==> src/rtl/branch_resolve_predict.sv <==
// EX-stage branch resolver with a direct-mapped 2-bit BHT and saturating statistics.
// Resolves the six RV64I conditional branches and registers the outcome one cycle later.
module branch_resolve_predict #(
  parameter int unsigned XLEN        = 64,
  parameter int unsigned BHT_ENTRIES = 16,
  parameter int unsigned IDX_LSB     = 2,
  parameter int unsigned STAT_W      = 32
) (
  input  logic              clk,
  input  logic              reset,
  input  logic [XLEN-1:0]   if_pc,
  output logic              if_pred_taken,
  input  logic              ex_valid,
  input  logic              ex_kill,
  input  logic [2:0]        ex_funct3,
  input  logic [XLEN-1:0]   ex_pc,
  input  logic [XLEN-1:0]   ex_rs1,
  input  logic [XLEN-1:0]   ex_rs2,
  input  logic              ex_pred_taken,
  output logic              res_valid,
  output logic              res_taken,
  output logic              res_mispredict,
  output logic              res_illegal,
  output logic [STAT_W-1:0] stat_branches,
  output logic [STAT_W-1:0] stat_mispredicts
);

  localparam int unsigned IdxW = (BHT_ENTRIES > 1) ? $clog2(BHT_ENTRIES) : 1;

  logic [1:0]        bht_q [BHT_ENTRIES];
  logic [IdxW-1:0]   if_idx;
  logic [IdxW-1:0]   ex_idx;

  logic              acc;
  logic              rs_eq;
  logic              rs_lt_s;
  logic              rs_lt_u;
  logic              cond_taken;
  logic              cond_illegal;
  logic              cond_mispredict;
  logic              bht_upd;
  logic [1:0]        ctr_cur;
  logic [1:0]        ctr_d;

  logic              res_valid_q, res_valid_d;
  logic              res_taken_q, res_taken_d;
  logic              res_misp_q, res_misp_d;
  logic              res_ill_q, res_ill_d;
  logic [STAT_W-1:0] stat_br_q, stat_br_d;
  logic [STAT_W-1:0] stat_mp_q, stat_mp_d;

  // Only the index slice of each PC matters; the rest is aliased by design.
  logic unused_pc_bits;
  assign unused_pc_bits = ^{if_pc, ex_pc};

  assign if_idx = if_pc[IDX_LSB +: IdxW];
  assign ex_idx = ex_pc[IDX_LSB +: IdxW];

  // Read port shows the registered counter; a same-cycle update is not bypassed.
  assign if_pred_taken = bht_q[if_idx][1];

  assign acc     = ex_valid & ~ex_kill;
  assign rs_eq   = (ex_rs1 == ex_rs2);
  assign rs_lt_s = ($signed(ex_rs1) < $signed(ex_rs2));
  assign rs_lt_u = (ex_rs1 < ex_rs2);

  always_comb begin
    cond_taken   = 1'b0;
    cond_illegal = 1'b0;
    unique case (ex_funct3)
      3'b000:  cond_taken = rs_eq;
      3'b001:  cond_taken = ~rs_eq;
      3'b100:  cond_taken = rs_lt_s;
      3'b101:  cond_taken = ~rs_lt_s;
      3'b110:  cond_taken = rs_lt_u;
      3'b111:  cond_taken = ~rs_lt_u;
      default: cond_illegal = 1'b1;
    endcase
  end

  assign cond_mispredict = cond_taken ^ ex_pred_taken;
  assign bht_upd         = acc & ~cond_illegal;

  always_comb begin
    ctr_cur = bht_q[ex_idx];
    ctr_d   = ctr_cur;
    if (cond_taken) begin
      if (ctr_cur != 2'b11) ctr_d = ctr_cur + 2'd1;
    end else begin
      if (ctr_cur != 2'b00) ctr_d = ctr_cur - 2'd1;
    end
  end

  always_comb begin
    res_valid_d = acc;
    res_taken_d = acc & cond_taken;
    res_misp_d  = acc & cond_mispredict;
    res_ill_d   = acc & cond_illegal;

    stat_br_d = stat_br_q;
    if (bht_upd && (stat_br_q != '1)) begin
      stat_br_d = stat_br_q + STAT_W'(1);
    end

    stat_mp_d = stat_mp_q;
    if (acc && cond_mispredict && (stat_mp_q != '1)) begin
      stat_mp_d = stat_mp_q + STAT_W'(1);
    end
  end

  always_ff @(posedge clk) begin
    if (reset) begin
      res_valid_q <= 1'b0;
      res_taken_q <= 1'b0;
      res_misp_q  <= 1'b0;
      res_ill_q   <= 1'b0;
      stat_br_q   <= '0;
      stat_mp_q   <= '0;
    end else begin
      res_valid_q <= res_valid_d;
      res_taken_q <= res_taken_d;
      res_misp_q  <= res_misp_d;
      res_ill_q   <= res_ill_d;
      stat_br_q   <= stat_br_d;
      stat_mp_q   <= stat_mp_d;
    end
  end

  // Reset takes priority, so a resolve in the reset cycle never touches the table.
  always_ff @(posedge clk) begin
    if (reset) begin
      bht_q <= '{default: 2'b01};
    end else if (bht_upd) begin
      bht_q[ex_idx] <= ctr_d;
    end
  end

  assign res_valid        = res_valid_q;
  assign res_taken        = res_taken_q;
  assign res_mispredict   = res_misp_q;
  assign res_illegal      = res_ill_q;
  assign stat_branches    = stat_br_q;
  assign stat_mispredicts = stat_mp_q;

endmodule

==> config.mk <==
export PLATFORM = sky130hd
export DESIGN_NAME = branch_resolve_predict
export DESIGN_NICKNAME = d
export VERILOG_FILES = /design/src/rtl/branch_resolve_predict.sv
export SDC_FILE = /design/constraint.sdc
export NUM_CORES = 1
export LEC_CHECK = 0
export CAP_MARGIN = 40
export CORE_AREA = 2 2 129 131
export DETAILED_ROUTE_END_ITERATION = 7
export DIE_AREA = 0 0 131 133
export PLACE_DENSITY = 0.82
export SYNTH_ARGS = -nofsm -noshare
export SYNTH_HDL_FRONTEND = slang
export SYNTH_SLANG_ARGS = --single-unit
==> constraint.sdc <==
create_clock -name clk -period 8.2 [get_ports clk]
set_clock_uncertainty 0.1 [all_clocks]
set_input_delay 1.64 -clock clk [delete_from_list [all_inputs] [get_ports clk]]
set_output_delay 1.64 -clock clk [all_outputs]
set_load 0.05 [all_outputs]
==> flow_summary.toml <==
[clocking]
clock-sinks = 100
clock_path_buffers = 2
htree_levels = 3
clk_latency_ps = 350
ctsResizeCount = 0
cts_tree = "done"
numCtsBuffers = 9
cts.root.buffer_cell = "clkbuf_16"
postCtsHoldBufs = 0
path_clk_slew_ps = 70
post_cts_buffers = 0

[yosys]
yosys-top-cells-count = "dfxtp_1, inv_1, nand2_1"
synth_edf_count = 0
ys_async_sr_fraction = 0
synth_nets = 1123
synth.area.top_cells = "dfxtp_1, ha_1, a21oi_1"
synth_warnings = 0
yosysMostFrequentCell = "dfxtp_1"
synth_seq_cells = 100
yosys.area.top_type = "dfxtp_1"
synthesis.instances = 793
synth_area_um2 = 6574
seq_area_frac_synth = 0.3045
synth_top_area_frac = 0.3045
avgSynthCellArea_um2 = 8.290
synth_ff_type = "dfxtp_1"
yosysUniqueCellTypes = 55

[cells_and_area]
drive_gt1_frac = 0.06814
area_growth_pct = 40.12
antenna_cells = 0
instances_no_fill = 1218
final_nets = 1323

[worst_setup_path]
crit_slowest_cell = "clkdlybuf4s50_1"
r2r_cells = 11
crit_arrival_ps = 4050
worstPathMaxFanout = 4
critPathTopFamily = "buffers and inverters"
worstPathBufferInverterCount = 2
max_stage_delay_ps = 720
rrSetupSlack_ps = 4790
cp.depth = 4
setup.worst_path.class = "in2out"
setup.worst_path.start_class = "primary input"
cp-end-kind = "output port"
path_cells = "clkdlybuf4s50_1, mux4_2, mux4_2, clkdlybuf4s50_1"
cp.required_ps = 6460

[grt]
grtUsageTotal = 0.2079
antenna_found_initial = 1
grt_max_degree = 79
grt_pass1_vias = 5952
overflow = 0
grt_pass1_wl_mm = 28.91

[pwr]
p_clk_frac = 0.418
internal_power_mw = 0.9076
p_leak_nw = 3.697
p_per_area_nw_per_um2 = 129.5
total_power_mw = 1.193
combPwrFrac = 0.171
ir_worst_vdd_v = 0.0001114
p_sw_frac = 0.2390
power.switching_mw = 0.2850
pwr-share-seq = 0.411

[place]
io_buffers = 212
place_congestion = 0.8672
place_inst = 1202
dpl.hpwl_mm = 14.39

[floorplan]
die-height_um = 133
die_w_um = 131
rows = 47
core_region_area_um2 = 16170
dieArea_um2 = 17420
ios = 333
start_util = 0.4065

[timing]
setup_viol = 0
worstMarginPinSlew_ps = 818.1
fin_crit_sh = 0.7057
rsz0062_at_grt = "no"
tns_ps = 0
hold_viol = 0
finalMaxSlewViolations = 0
slew_headroom = 0.4526
maxClockFrequency_mhz = 172.8
min_period_ps = 5786

[hold_path]
hold_depth = 2
hp-class = "reg2reg"

[drt]
firstDrtPassIters = 5
drcViolationCount = 0
drt-wirelength-per-cell_um = 14.94
first_iter_violations = 283
drt-total-wl_mm = 18.20
avgViaCountPerCell = 5.184
num_vias = 6314
antenna_left = 0

[outcome]
status = "finished, final reports clean"

[job]
cap_viol_max_count = 0
[per-layer routing]
layer,share of wire,vias to the layer above,global-route usage
li1,-,3184,-
met2,0.48,181,0.3443
met1,0.43,2913,0.2608
met4,0.023,2,0.05378
met3,0.064,34,0.06551
met5,0.00060,-,0
[flip-flops by register name (all words and copies together), names as in the netlist]
| name | count |
|---|---|
| bht_q | 32 |
| stat_branches | 32 |
| stat_mispredicts | 32 |
| res_illegal | 1 |
| res_mispredict | 1 |
| res_taken | 1 |
| res_valid | 1 |
[kinds of logic (layout without fill, tap and decap cells)]
family / count (synthesis) / in the layout / synth area share
simple gates: 318 / 318 / 0.2501
compound gates: 132 / 132 / 0.1188
buf+inv: 104 / 309 / 0.06490
flops: 100 / 100 / 0.3045
fa+ha+maj: 67 / 67 / 0.1271
xor+xnor: 37 / 37 / 0.04930
mux: 35 / 35 / 0.08527
[worst register-to-register path, stage by stage (launching register included)]
cell	delay [ps]
dfxtp_1	450
and4_1	260
and3_1	230
and3_1	180
and2_1	190
nand3_1	150
or3_1	480
nor3_2	450
a21oi_1	80
buf_4	250
nand4_1	140
mux2_2	340
[cell type report]
class	instances	area [um^2]
sequential	100	2002
clock inverter	6	117.6
fill	1456	6960
tap	220	275.3
timing repair buffer	215	2140
multi-input combinational	589	4145
clock buffer	10	239.0
inverter	78	292.8
[final timing paths]
path                       startpoint              endpoint
setup / recovery             if_pc[2]         if_pred_taken
setup reg to reg  stat_mispredicts[9]  stat_mispredicts[11]
hold reg to reg             bht_q[11]             bht_q[11]
hold / removal              bht_q[11]             bht_q[11]
[through the flow]
step	instance area, um^2	setup WS (ps)	hold WS (ps)	util
3_5_place_dp	8855	2360	356.7	0.5475
3_3_place_gp	8855	2402	346.3	0.5475
5_1_grt	9211	2346	391.4	0.5696
4_1_cts	9211	2410	369.0	0.5696
2_1_floorplan	6574	3413	333.2	-
6_report	9211	2414	365.4	0.5696
[power by group through the flow]
| stage | combinational (mW) | clock (mW) | sequential (mW) |
|---|---|---|---|
| final | 0.204 | 0.498 | 0.491 |
| after global routing | 0.227 | 0.530 | 0.491 |
| after CTS | 0.205 | 0.511 | 0.491 |
| after detailed placement | 0.204 | 0 | 0.502 |
| after global placement | 0.200 | 0 | 0.502 |
| after floorplan | 0.0969 | 0 | 0.508 |
[cell usage in the layout, fill, tap and decap left out, types with 2 or more instances in the layout]
master           count
nand3_1             36
o21ai_0             30
nand4_2              4
nor2b_1             23
a21o_1               7
bufinv_16            3
o211ai_1             3
dfxtp_1            100
and4_1               6
nand4_1             27
mux2i_1              2
nor3b_1              2
a211oi_1             4
or2b_1               2
nor2_1              74
nand2_1             78
ha_1                66
clkdlybuf4s50_1    211
a221oi_1             4
inv_1               78
xnor2_1              9
o21a_1               3
nor3_1               3
clkbuf_16            9
a31o_2               3
mux2_1               2
a21oi_1             70
mux4_2              15
and2_1               7
xor2_1              28
or3_1               23
mux2_2              16
buf_4                3
nor4_1              10
and3_1              14
No activity file was read; power rests on OpenSTA's default activity.
